<file path="src/rtl/tbt_matrix_loader.sv">
// tbt_matrix_loader: word-stream sequencer around the 2x2 FP32 matrix adder.
// Gathers eight input words into packed A/B, strobes the adder, captures and
// acknowledges the packed sum, then streams the four result words out.
// Optional feature macro: TBT_LOADER_TIMEOUT_EN (abort a stuck adder wait).
module tbt_matrix_loader #(
   parameter int unsigned WORD_W = 32
`ifdef TBT_LOADER_TIMEOUT_EN
   , parameter int unsigned TIMEOUT_CYCLES = 1024
`endif
) (
   input  logic                  clk,
   input  logic                  reset,
   input  logic [WORD_W-1:0]     in_data,
   input  logic                  in_valid,
   output logic                  in_ready,
   output logic [4*WORD_W-1:0]   A,
   output logic [4*WORD_W-1:0]   B,
   output logic                  A_stb,
   output logic                  B_stb,
   input  logic                  result_ready,
   input  logic [4*WORD_W-1:0]   result,
   output logic                  result_ack,
   output logic [WORD_W-1:0]     out_data,
   output logic                  out_valid,
   input  logic                  out_ready,
   output logic                  out_last,
   output logic                  busy
`ifdef TBT_LOADER_TIMEOUT_EN
   , output logic                timeout_err
`endif
);

   localparam int unsigned MAT_W = 4 * WORD_W;

   typedef enum logic [2:0] {
      S_COLLECT,
      S_STROBE,
      S_WAIT_RES,
      S_ACK,
      S_WAIT_LOW,
      S_EMIT
   } state_t;

   state_t              state, state_n;
   logic [2:0]          cnt, cnt_n;
   logic [1:0]          idx, idx_n;
   logic [MAT_W-1:0]    res_reg, res_n;
   logic [MAT_W-1:0]    a_n, b_n;
   logic [WORD_W-1:0]   out_data_n;
   logic                ack_n;
   logic                accept;

`ifdef TBT_LOADER_TIMEOUT_EN
   localparam int unsigned TMO_W = $clog2(TIMEOUT_CYCLES + 1);
   logic [TMO_W-1:0]    tmo_cnt;
   logic                tmo_fire;
`endif

   // in_ready is only ever high in S_COLLECT, so it alone qualifies a transfer
   assign accept = in_valid && in_ready;

   // Next-state, datapath and next-output decode
   always_comb begin
      state_n    = state;
      cnt_n      = cnt;
      idx_n      = idx;
      res_n      = res_reg;
      a_n        = A;
      b_n        = B;
      out_data_n = out_data;
`ifdef TBT_LOADER_TIMEOUT_EN
      tmo_fire   = 1'b0;
`endif

      case (state)
         S_COLLECT: begin
            if (accept) begin
               for (int i = 0; i < 4; i++) begin
                  if (cnt[1:0] == 2'(i)) begin
                     if (cnt[2]) b_n[i*WORD_W +: WORD_W] = in_data;
                     else        a_n[i*WORD_W +: WORD_W] = in_data;
                  end
               end
               if (cnt == 3'd7) begin
                  state_n = S_STROBE;
                  cnt_n   = 3'd0;
               end else begin
                  cnt_n = cnt + 3'd1;
               end
            end
         end
         S_STROBE: state_n = S_WAIT_RES;
         S_WAIT_RES: begin
            if (result_ready) begin
               res_n   = result;
               state_n = S_ACK;
            end
`ifdef TBT_LOADER_TIMEOUT_EN
            else if (tmo_cnt == TMO_W'(TIMEOUT_CYCLES - 1)) begin
               tmo_fire = 1'b1;
               state_n  = S_COLLECT;
            end
`endif
         end
         S_ACK: state_n = S_WAIT_LOW;
         // the adder keeps result_ready up briefly after the ack; wait it out
         S_WAIT_LOW: begin
            if (!result_ready) begin
               state_n = S_EMIT;
               idx_n   = 2'd0;
            end
         end
         S_EMIT: begin
            if (out_ready) begin
               idx_n = idx + 2'd1;
               if (idx == 2'd3) state_n = S_COLLECT;
            end
         end
         default: state_n = S_COLLECT;
      endcase

      if (state_n == S_EMIT) begin
         for (int i = 0; i < 4; i++) begin
            if (idx_n == 2'(i)) out_data_n = res_reg[i*WORD_W +: WORD_W];
         end
      end

      ack_n = (state_n == S_ACK);
`ifdef TBT_LOADER_TIMEOUT_EN
      ack_n = ack_n || tmo_fire;
`endif
   end

   // State register and registered control outputs
   always_ff @(posedge clk or posedge reset) begin
      if (reset) begin
         state      <= S_COLLECT;
         cnt        <= 3'd0;
         idx        <= 2'd0;
         in_ready   <= 1'b0;
         A_stb      <= 1'b0;
         B_stb      <= 1'b0;
         result_ack <= 1'b0;
         out_valid  <= 1'b0;
         out_last   <= 1'b0;
         busy       <= 1'b0;
      end else begin
         state      <= state_n;
         cnt        <= cnt_n;
         idx        <= idx_n;
         in_ready   <= (state_n == S_COLLECT);
         A_stb      <= (state_n == S_STROBE);
         B_stb      <= (state_n == S_STROBE);
         result_ack <= ack_n;
         out_valid  <= (state_n == S_EMIT);
         out_last   <= (state_n == S_EMIT) && (idx_n == 2'd3);
         busy       <= !((state_n == S_COLLECT) && (cnt_n == 3'd0));
      end
   end

   // Matrix operand, captured result and output word registers
   always_ff @(posedge clk or posedge reset) begin
      if (reset) begin
         A        <= '0;
         B        <= '0;
         res_reg  <= '0;
         out_data <= '0;
      end else begin
         A        <= a_n;
         B        <= b_n;
         res_reg  <= res_n;
         out_data <= out_data_n;
      end
   end

`ifdef TBT_LOADER_TIMEOUT_EN
   // Cycles spent waiting for the adder, and the sticky abort flag
   always_ff @(posedge clk or posedge reset) begin
      if (reset) begin
         tmo_cnt     <= '0;
         timeout_err <= 1'b0;
      end else begin
         tmo_cnt <= (state == S_WAIT_RES) ? tmo_cnt + TMO_W'(1) : '0;
         if (tmo_fire) timeout_err <= 1'b1;
      end
   end
`endif

endmodule

</file>
<file path="config.mk">
export PLATFORM = sky130hd
export DESIGN_NAME = tbt_matrix_loader
export DESIGN_NICKNAME = d
export VERILOG_FILES = /design/src/rtl/tbt_matrix_loader.sv
export SDC_FILE = /design/constraint.sdc
export NUM_CORES = 1
export LEC_CHECK = 0
export CAP_MARGIN = 15
export CORE_UTILIZATION = 48
export CTS_CLUSTER_SIZE = 40
export DETAILED_ROUTE_END_ITERATION = 10
export PLACE_DENSITY_LB_ADDON = 0.2
export REMOVE_ABC_BUFFERS = 1
export SLEW_MARGIN = 30
export SYNTH_ARGS = -nofsm -noshare
export SYNTH_HDL_FRONTEND = slang
export SYNTH_SLANG_ARGS = --single-unit
export TNS_END_PERCENT = 20
</file>
<file path="constraint.sdc">
create_clock -name clk -period 18.65 [get_ports clk]
set_clock_uncertainty 0.1 [all_clocks]
set_input_delay 3.73 -clock clk [delete_from_list [all_inputs] [get_ports clk]]
set_output_delay 3.73 -clock clk [all_outputs]
set_load 0.01 [all_outputs]
</file>
Word-level counts from Yosys, hierarchy flattened
Index checks and enable logic that the tools add are counted.
{"block": "op_classes", "add_sub_neg": 2, "eq_ne": 16, "n_mux": 17, "bitwise": 1, "reduce_logical": 20}
{"operator": "$mux 32", "n": 4}
{"operator": "$reduce_and 4->1", "n": 8}
{"operator": "$mux 3", "n": 9}
{"operator": "$pmux 3 s6", "n": 1}
{"operator": "$eq 3x3->1 const B", "n": 4}
{"operator": "$eq 2x2->1 const B", "n": 5}
{"operator": "$eq 3x2->1 const B", "n": 3}
{"operator": "$logic_not 3->1", "n": 3}
{"operator": "$eq 3x1->1 const B", "n": 2}
{"operator": "$eq 2x1->1 const B", "n": 2}
{"operator": "$logic_not 2->1", "n": 2}
{"operator": "$mux 2", "n": 2}
{"operator": "$pmux 2 s2", "n": 1}
{"operator": "$reduce_and 2->1", "n": 2}
{"operator": "$reduce_bool 4->1", "n": 1}
{"operator": "$add 3x1->3 const B", "n": 1}
{"operator": "$logic_and 1x1->1", "n": 3}
{"operator": "$add 2x1->2 const B", "n": 1}
{"operator": "$logic_not 1->1", "n": 1}
{"operator": "$not 1->1", "n": 1}
{"block": "word_totals", "ff_bits": 430, "output_inout_bits": 295, "wordCells": 75}

Logic depth before layout (Yosys ltp)
Gate-level depths: netlist of run 1.
{"block": "depth", "ltp_word": 8, "mapped_depth": 8, "depth_no_buf": 6}

Worst setup path before layout of run 1
OpenSTA, ideal clock, no wires.
{"block": "synth_timing", "path_type": "input to register", "startpoint": "input out_ready", "endpoint": "register out_data[0]", "t_arrival_ps": 5014, "setup_slack_ps": 13412, "path_stages": 5, "n_path_buf": 0, "cell_sequence": "nor4bb_1 > o21ai_2 > nand2_4 > mux4_2 > mux2_2"}
{"block": "synth_between", "elab_chain_cells": 6}
{"element": "start, declared", "line": "25", "source": "input logic out_ready,"}
{"element": "$mux 2 (*)", "line": "114", "source": "if (out_ready) begin"}
{"element": "$pmux 2 s2 (*)", "line": "75", "source": "case (state)"}
{"element": "via idx_n[0]", "line": "46", "source": "logic [1:0] idx, idx_n;"}
{"element": "$eq 2x1->1", "line": "124", "source": "if (idx_n == 2'(i)) out_data_n = res_reg[i*WORD_W +: WORD_W];"}
{"element": "$mux 32 (3 in a row)", "line": "124"}
{"element": "end signal, assigned", "line": "172", "source": "out_data <= out_data_n;"}
{"element": "end, declared", "line": "23", "source": "output logic [WORD_W-1:0] out_data,"}
The timed path passes the listed nets; every way through them passes the cells marked *.
A chain may end at the register's enable or synchronous reset.

Worst setup path in the final report of run 1
{"block": "layout_timing", "startpoint": "input out_ready", "endpoint": "register out_data[24]"}
{"block": "layout_between", "elab_chain_cells": 6}
{"element": "$mux 2", "line": "114"}
{"element": "$pmux 2 s2", "line": "75"}
{"element": "$eq 2x1->1", "line": "124"}
{"element": "$mux 32 (3 in a row)", "line": "124"}
Several ways; a longest one is shown, not always the timed one.

==> run_results.csv, run 1 <==
group,metric,value,unit
placement,place.gp.congestion,0.804,
clocking,clk_pin_slew_worst_paths,60,ps
synthesis,synth_edf_count,0,
sta,relSlewSlack,0.430,
sta,setup_ws,12670,ps
worst_setup_path,cp.required,18960,ps
grt,grt_antenna_before_repair,6,
final_layout,multi_input_area,5820,um2
floorplanning,rows,68,
synthesis,synth_seq_area_share,0.637,
synthesis,synth_cells,1041,
final_layout,final_cell_mix,"clkdlybuf4s50_1, dfrtp_1, mux2_2",
worst_setup_path,crit_path_end_kind,"flip-flop",
sta,max_freq,167,MHz
pwr,p_leak,10.3,nW
synthesis,syn_area,16900,um2
clocking,cts_max_path_buffers,3,
synthesis,ys_top_cells_by_area,"dfrtp_1, mux2_2, mux2i_1, o221ai_1, buf_2",
floorplanning,io-pin-count,460,
synthesis,synth_area_per_cell,16.2,um2
synthesis,yosysTopAreaCellShare,0.637,
clocking,numCtsBuffers,44,
final_layout,syn2layout_area_growth,38.5,%
route,viasPerCell,5.28,
clocking,cts_tree,"yes",
grt,first_global_vias,10900,
final_layout,final_common_cell,"clkdlybuf4s50_1",
grt,overflow,0,
grt,grt_max_degree,141,
floorplanning,die_x,190,um
synthesis,synth.distinct_cells,33,
floorplanning,core,34500,um2
sta,hold_viol,0,
floorplanning,dieHeight,190,um
final_layout,layout-drive-gt1-share,0.327,
sta,slew_viol_final,0,
outcome,status,"finished, final reports clean",
route,first_pass_iters,4,
sta,final-setup-viol-count,0,
sta,tns,0,ps
clocking,clock-root-buffer,"clkbuf_16",
final_layout,seqCellArea,10800,um2
route,wirelength,42900,um
route,vias,10543,
floorplanning,die-area,35900,um2
clocking,ctsResizeCount,0,
clocking,cts.hold.buffers_added,0,
grt,groute.usage.overall,0.241,
grt,grt_pass1_wl,66200,um
worst_setup_path,worstPathMaxFanout,26,
final_layout,fillers,2503,
synthesis,synth-seq-cells,430,
sta,rsz0062_at_grt,"false",
synthesis,async_flop_share,1.00,
hold_path,hold_path.class,"flip-flop to flip-flop",
pwr,ir_drop,0.105,mV
route,drc,0,
flow_run,cap_violations,0,
worst_setup_path,worst_ep_arrival_time,6290,ps
clocking,postCtsSetupRepairBufs,0,
route,wl_per_cell,21.5,um
synthesis,synthFlopType,"dfrtp_1",
clocking,h-tree-depth,2,
pwr,p_per_area,168,nW/um2
clocking,insertion_delay,530,ps
placement,io_buffers,459,
synthesis,yosys.area.top_type,"dfrtp_1",
placement,hpwl,29500,um
placement,pre_cts_slack,11910,ps
clocking,cts_sinks,430,
route,drt.antenna.violating_nets,0,
floorplanning,initial_core_util,0.489,
worst_setup_path,startpoint_type,"input port",
worst_setup_path,critical_path_class,"input port to flip-flop",
sta,period_share,0.321,
sta,period_needed,5980,ps
sta,worstMarginPinSlew,850,ps
route,drtIter0Drc,407,
final_layout,layout.nets,1678,
synthesis,yosysWarnings,0,
worst max-delay path: stages:
cell and delay, ps:
clkdlybuf4s50_1 480, a31oi_1 260, nand3_1 120, buf_4 270, inv_1 380, nand3_2 630
o221ai_1 400
cell type report:
type | count | area share
Clock buffer | 70 | 0.0590
Timing Repair Buffer | 475 | 0.202
Multi-Input combinational cell | 551 | 0.249
Antenna cell | 4 | 0.000428
Inverter | 5 | 0.00134
Clock inverter | 8 | 0.00492
Tap cell | 455 | 0.0243
Sequential cell | 430 | 0.460
worst paths after layout:
path / startpoint / endpoint / slack [ps] / cells past startpoint
min in group asynchronous: reset / A[72] / 3650 / 2
setup reg to reg: state[2] / A[115] / 15640 / 4
hold reg to reg: out_data[8] / out_data[8] / 390 / 2
max in group asynchronous: reset / A[39] / 12730 / 4
setup / recovery: out_ready / out_data[24] / 12670 / 7
hold / removal: out_data[8] / out_data[8] / 390 / 2
per-layer routing:
metal | vias up | GRT usage | routed length (um)
met5 | - | 0 | 27
met4 | 4 | 0.0720 | 1100
met3 | 78 | 0.0762 | 3450
met2 | 358 | 0.401 | 21000
met1 | 5411 | 0.301 | 17300
li1 | 4692 | - | -
through the flow:
stage	hold WS [ps]	util	total power (W)	area [um2]	instances
floorplan	375	-	0.00231	16500	986
global placement	369	0.633	0.00301	21900	1916
detailed placement	377	0.634	0.00307	21900	1916
CTS	387	0.677	0.00397	23400	1994
global route	406	0.677	0.00414	23400	1996
finish	392	0.677	0.00393	23400	1998
cells in the mapped netlist, drive strengths merged (2+ instances only):
| cell type | count |
|---|---|
| nand2b | 3 |
| nor3 | 2 |
| mux4 | 7 |
| nand2 | 32 |
| mux2 | 393 |
| a21oi | 2 |
| mux2i | 52 |
| o21ai | 4 |
| ha | 6 |
| buf | 51 |
| nor2b | 2 |
| clkbuf | 4 |
| and3 | 2 |
| o221ai | 25 |
| dfrtp | 430 |
| inv | 5 |
| nand3 | 10 |
| nor2 | 4 |
kinds of logic (layout without fill, tap and decap cells):
family,count (synthesis),in the layout,synth area share
other cells,0,4,0
compound gates,32,32,0.0156
simple gates,60,60,0.0179
fa+ha+maj,6,6,0.00444
flops,430,430,0.637
buf+inv,60,558,0.0224
mux,452,452,0.302
xor+xnor,1,1,0.000519
power by group:
part           switching [W]  total, W  internal [W]
clock network       0.000346  0.000892      0.000546
registers           0.000220   0.00157       0.00135
logic               0.000579   0.00147      0.000893
(Power assumes the default switching activity.)
==> run 2, diff against run 1 <==
--- a/config.mk
+++ b/config.mk
@@ -6,7 +6,7 @@
 export NUM_CORES = 1
 export LEC_CHECK = 0
 export CAP_MARGIN = 15
-export CORE_UTILIZATION = 48
+export CORE_UTILIZATION = 44
 export CTS_CLUSTER_SIZE = 40
 export DETAILED_ROUTE_END_ITERATION = 10
 export PLACE_DENSITY_LB_ADDON = 0.2
==> constraint.sdc (replaced) <==
create_clock -name clk -period 5.1 [get_ports clk]
set_clock_uncertainty 0.1 [all_clocks]
set_input_delay 1.02 -clock clk [delete_from_list [all_inputs] [get_ports clk]]
set_output_delay 1.02 -clock clk [all_outputs]
set_load 0.01 [all_outputs]
==> run 2 against run 1 <==
  * Combinational power rose to 3.7 times the previous value
  * Power grew to 3.7 times the previous value
  * Sequential share of layout area is 0.23 points lower
  * Cell count is 2.8% higher
  * Routed wire length increased by 1.3%
  * Clock power grew to 3.7 times the previous value
  * Critical endpoint unchanged
  * Largest power group unchanged
==> run_results.csv, run 2 (same netlist as run 1, synthesis figures left out) <==
group,metric,value,unit
pwr,intPower,0.0102,W
worst_setup_path,path_buf_inv,3,
worst_setup_path,startpoint_type,"input port",
sta,max_freq,323,MHz
outcome,status,"finished, final reports clean",
placement,pre_cts_slack,1380,ps
hold_path,hold_path.class,"flip-flop to flip-flop",
clocking,insertion_delay,550,ps
pwr,combPwrFrac,0.373,
pwr,p_leak,10.3,nW
pwr,ir_drop,0.339,mV
worst_setup_path,worstPathMaxFanout,26,
final_layout,syn2layout_area_growth,39.2,%
floorplanning,io-pin-count,460,
sta,slew_viol_final,0,
grt,overflow,0,
placement,place.gp.congestion,0.774,
route,vias,10448,
route,wl_per_cell,21.2,um
clocking,cts_max_path_buffers,3,
final_layout,layout-drive-gt1-share,0.329,
sta,worstMarginPinSlew,850,ps
route,drc,0,
sta,final-setup-viol-count,0,
worst_setup_path,reg2reg_slack,2320,ps
floorplanning,die_x,198,um
hold_path,min_from,"out_data[27]",
sta,setup_ws,2000,ps
worst_setup_path,critical_path_class,"input port to flip-flop",
worst_setup_path,crit_family,"buffers and inverters",
clocking,clock-root-buffer,"clkbuf_16",
route,wirelength,43500,um
worst_setup_path,worst_ep_arrival_time,3450,ps
clocking,cts.hold.buffers_added,0,
clocking,postCtsSetupRepairBufs,0,
worst_setup_path,slowest_delay,520,ps
clocking,ctsResizeCount,0,
route,drtIter0Drc,385,
route,drt.antenna.violating_nets,0,
floorplanning,dieHeight,198,um
final_layout,final_cell_mix,"clkdlybuf4s50_1, dfrtp_1, mux2_2",
worst_setup_path,crit_path_end_kind,"flip-flop",
final_layout,fillers,2871,
worst_setup_path,cp_slowest_cell,"nand2_2",
hold_path,min_to,"out_data[27]",
worst_setup_path,worstPathCellList,"clkdlybuf4s50_1, a31oi_1, nand3_1, buf_4, inv_1, nand2_2, o221ai_1",
worst_setup_path,r2r.worst_path.cells,4,
final_layout,multi_input_area,5800,um2
route,first_pass_iters,4,
sta,rsz0062_at_grt,"false",
grt,groute.usage.overall,0.224,
pwr,p_sw,0.00420,W
floorplanning,core,37800,um2
clocking,h-tree-depth,2,
grt,grt_pass1_wl,66500,um
grt,grt_max_degree,131,
final_layout,final_common_cell,"clkdlybuf4s50_1",
worst_setup_path,timing.rr.end,"B[117]",
pwr,p_sw_frac,0.291,
pwr,total_power,0.0144,W
clocking,clk_pin_slew_worst_paths,60,ps
clocking,cts_tree,"yes",
grt,first_global_vias,10943,
grt,grt_antenna_before_repair,3,
flow_run,cap_violations,0,
worst_setup_path,cp.required,5450,ps
route,viasPerCell,5.09,
pwr,p_per_area,613,nW/um2
clocking,numCtsBuffers,45,
worst_setup_path,timing.rr.start,"state[2]",
final_layout,seqCellArea,10800,um2
sta,period_share,0.607,
pwr,clockPowerShare,0.230,
clocking,cts_sinks,430,
placement,hpwl,29700,um
sta,hold_viol,0,
placement,io_buffers,459,
hold_path,hold-path-cell-count,2,
final_layout,layout.nets,1683,
sta,relSlewSlack,0.433,
pwr,seq_power_share,0.397,
sta,tns,0,ps
floorplanning,rows,71,
floorplanning,die-area,39200,um2
sta,period_needed,3100,ps
floorplanning,initial_core_util,0.447,
run 2: cell types whose count changed in the layout (fill, tap and decap cells not counted), sizes merged:
cell      delta
clkbuf       -7
diode        -3
clkinvlp     +2
bufinv       +2
clkinv       +1
buf          +4
inv          +1
run 2: worst max-delay path by stage:
stage,end,slack [ps],cells after the start,startpoint
after global placement,out_data[26],1510,7,out_ready
after floorplan,A[0],-7990,1,reset
after detailed placement,out_data[9],1380,7,out_ready
final,out_data[24],2000,7,out_ready
after CTS,out_data[9],2000,7,out_ready
after global routing,out_data[28],1720,7,out_ready
run 2: power by group through the flow:
stage	sequential [W]	clock (W)	combinational, W
after floorplan	0.00607	0	0.00236
after global placement	0.00573	0	0.00532
after detailed placement	0.00578	0	0.00544
after CTS	0.00573	0.00340	0.00546
after global routing	0.00591	0.00355	0.00576
final	0.00572	0.00332	0.00538
run 2: metal layers:
metal	vias to the layer above	wire (um)	GRT usage
li1	4691	-	-
met1	5351	17800	0.280
met2	341	21100	0.372
met3	59	3730	0.0736
met4	6	795	0.0649
met5	-	43	0
run 2: worst min-delay path: stages, from the launching register on:
cell	delay, ps
dfrtp_1	340
nand2_1	50
o221ai_1	60
run 2: per-stage QoR:
stage	instances	utilization	hold slack, ps	area [um2]
CTS	2053	0.623	390	23500
global placement	1976	0.583	369	22000
finish	2054	0.623	386	23500
detailed placement	1976	0.583	377	22000
global route	2053	0.623	410	23500
floorplan	986	-	375	16500
run 2: layout make-up:
cell class | instances | area share
clock buffers | 63 | 0.0554
well taps | 511 | 0.0272
diodes | 1 | 0.000106
clock inverters | 14 | 0.00851
inverters | 5 | 0.00112
multi-input cells | 551 | 0.247
flip-flops and latches | 430 | 0.458
repair buffers | 479 | 0.203
==> run 3, diff against run 2 <==
--- a/config.mk
+++ b/config.mk
@@ -6,7 +6,7 @@
 export NUM_CORES = 1
 export LEC_CHECK = 0
 export CAP_MARGIN = 15
-export CORE_UTILIZATION = 44
+export CORE_UTILIZATION = 48
 export CTS_CLUSTER_SIZE = 40
 export DETAILED_ROUTE_END_ITERATION = 10
 export PLACE_DENSITY_LB_ADDON = 0.2
==> constraint.sdc (replaced) <==
create_clock -name clk -period 2.9 [get_ports clk]
set_clock_uncertainty 0.1 [all_clocks]
set_input_delay 0.58 -clock clk [delete_from_list [all_inputs] [get_ports clk]]
set_output_delay 0.58 -clock clk [all_outputs]
set_load 0.01 [all_outputs]
==> run 3 against run 2 <==
  * Clock power rose by 70%
  * Via count increased by 2.3%
  * Cell count decreased by 2.0%
  * Critical path type is now flip-flop to flip-flop
  * Sequential cell count did not move
  * Sequential share of layout area decreased by 0.28 points
==> run_results.csv, run 3 (same netlist as run 1, synthesis figures left out) <==
group,metric,value,unit
clocking,postCtsSetupRepairBufs,0,
sta,period_share,0.787,
route,wirelength,43100,um
floorplanning,rows,68,
placement,place.gp.congestion,0.807,
final_layout,final_cell_mix,"clkdlybuf4s50_1, dfrtp_1, mux2_2",
placement,io_buffers,459,
placement,placed_area,22200,um2
clocking,cts_sinks,430,
floorplanning,die_x,190,um
clocking,clock-root-buffer,"clkbuf_16",
clocking,clk_pin_slew_worst_paths,60,ps
route,drtIter0Drc,425,
final_layout,final_common_cell,"clkdlybuf4s50_1",
sta,hold_slack,352,ps
sta,final-setup-viol-count,0,
sta,period_needed,2280,ps
grt,groute.usage.overall,0.242,
final_layout,layout.nets,1696,
grt,first_global_vias,11194,
grt,grt_antenna_before_repair,2,
floorplanning,dieHeight,190,um
outcome,status,"finished, final reports clean",
sta,max_freq,438,MHz
clocking,insertion_delay,520,ps
final_layout,final_cells,2012,
worst_setup_path,worstPathMaxFanout,12,
route,drc,0,
sta,relSlewSlack,0.614,
worst_setup_path,crit_path_end_kind,"flip-flop",
floorplanning,core,34500,um2
grt,grt_max_degree,80,
worst_setup_path,cp.required,3180,ps
floorplanning,die-area,35900,um2
route,wl_per_cell,21.4,um
sta,hold_viol,0,
floorplanning,io-pin-count,460,
placement,pre_cts_slack,105,ps
placement,hpwl,30000,um
clocking,cts.hold.buffers_added,0,
final_layout,fillers,2475,
route,vias,10691,
flow_run,cap_violations,0,
clocking,cts_max_path_buffers,3,
final_layout,layout-drive-gt1-share,0.333,
final_layout,syn2layout_area_growth,40.1,%
hold_path,hold_path.class,"input port to asynchronous set/reset pin",
pwr,p_leak,10.5,nW
final_layout,fin_util,0.685,
grt,grt_pass1_wl,66500,um
clocking,h-tree-depth,2,
route,first_pass_iters,4,
sta,slew_viol_final,0,
sta,setup_ws,619,ps
worst_setup_path,worst_ep_arrival_time,2560,ps
placement,dp_cells,1935,
sta,rsz0062_at_grt,"false",
pwr,p_per_area,1070,nW/um2
worst_setup_path,critical_path_class,"flip-flop to flip-flop",
final_layout,finalInstanceArea,23700,um2
clocking,numCtsBuffers,43,
route,drt.antenna.violating_nets,0,
route,viasPerCell,5.31,
clocking,cts_tree,"yes",
floorplanning,initial_core_util,0.489,
sta,worstMarginPinSlew,579,ps
worst_setup_path,startpoint_type,"flip-flop",
clocking,ctsResizeCount,0,
grt,overflow,0,
pwr,ir_drop,0.547,mV
==> run 3: cell types whose count changed in the layout (fill, tap and decap cells not counted), moves of 2 or more <==
cell      change
clkbuf_1      +3
clkbuf_8      -2
buf_4         +3
buf_12       +12
==> run 3: power by group <==
group / switching, W / leakage [nW] / total (W) / internal (W)
Clock: 0.00222 / 0.715 / 0.00564 / 0.00342
Combinational: 0.00371 / 4.29 / 0.00959 / 0.00588
Sequential: 0.00147 / 5.45 / 0.0101 / 0.00865
==> run 3: final cells by class <==
cell class | instances | area [um2] | area share
clock inverters | 12 | 166 | 0.00703
diodes | 1 | 2.50 | 0.000106
repair buffers | 494 | 5040 | 0.213
inverters | 5 | 26.3 | 0.00111
well taps | 455 | 569 | 0.0241
flip-flops and latches | 430 | 10800 | 0.455
multi-input cells | 551 | 5800 | 0.245
clock buffers | 64 | 1290 | 0.0544
==> run 3: worst paths after layout <==
kind / from / end / slack [ps] / cells after the start
worst max-delay path: idx[0] / out_data[12] / 620 / 7
worst min-delay path: reset / A[4] / 350 / 2
worst max register to register: idx[0] / out_data[12] / 620 / 7
worst min register to register: out_data[30] / out_data[30] / 380 / 2
max in group asynchronous: reset / res_reg[96] / 1630 / 3
min in group clk: out_data[30] / out_data[30] / 380 / 2
==> run 3: per-stage QoR <==
| step | setup TNS, ps | power [W] |
|---|---|---|
| 2_1_floorplan | -5284180 | 0.0148 |
| 3_3_place_gp | 0 | 0.0195 |
| 3_5_place_dp | 0 | 0.0199 |
| 4_1_cts | 0 | 0.0256 |
| 5_1_grt | 0 | 0.0267 |
| 6_report | 0 | 0.0254 |
==> run 3: critical path: stages (launching register included) <==
cell      delay, ps
dfrtp_1         410
ha_1            290
mux2i_1          60
or3b_1          440
nand2_4         220
buf_4           240
mux2i_1         230
o221ai_1        140
==> run 3: per-layer routing <==
layer | vias to the layer above | GRT usage | share of wire
met5 | - | 0 | 0.00026
met4 | 2 | 0.0685 | 0.025
met3 | 72 | 0.0443 | 0.053
met2 | 369 | 0.408 | 0.50
met1 | 5513 | 0.321 | 0.42
li1 | 4735 | - | -
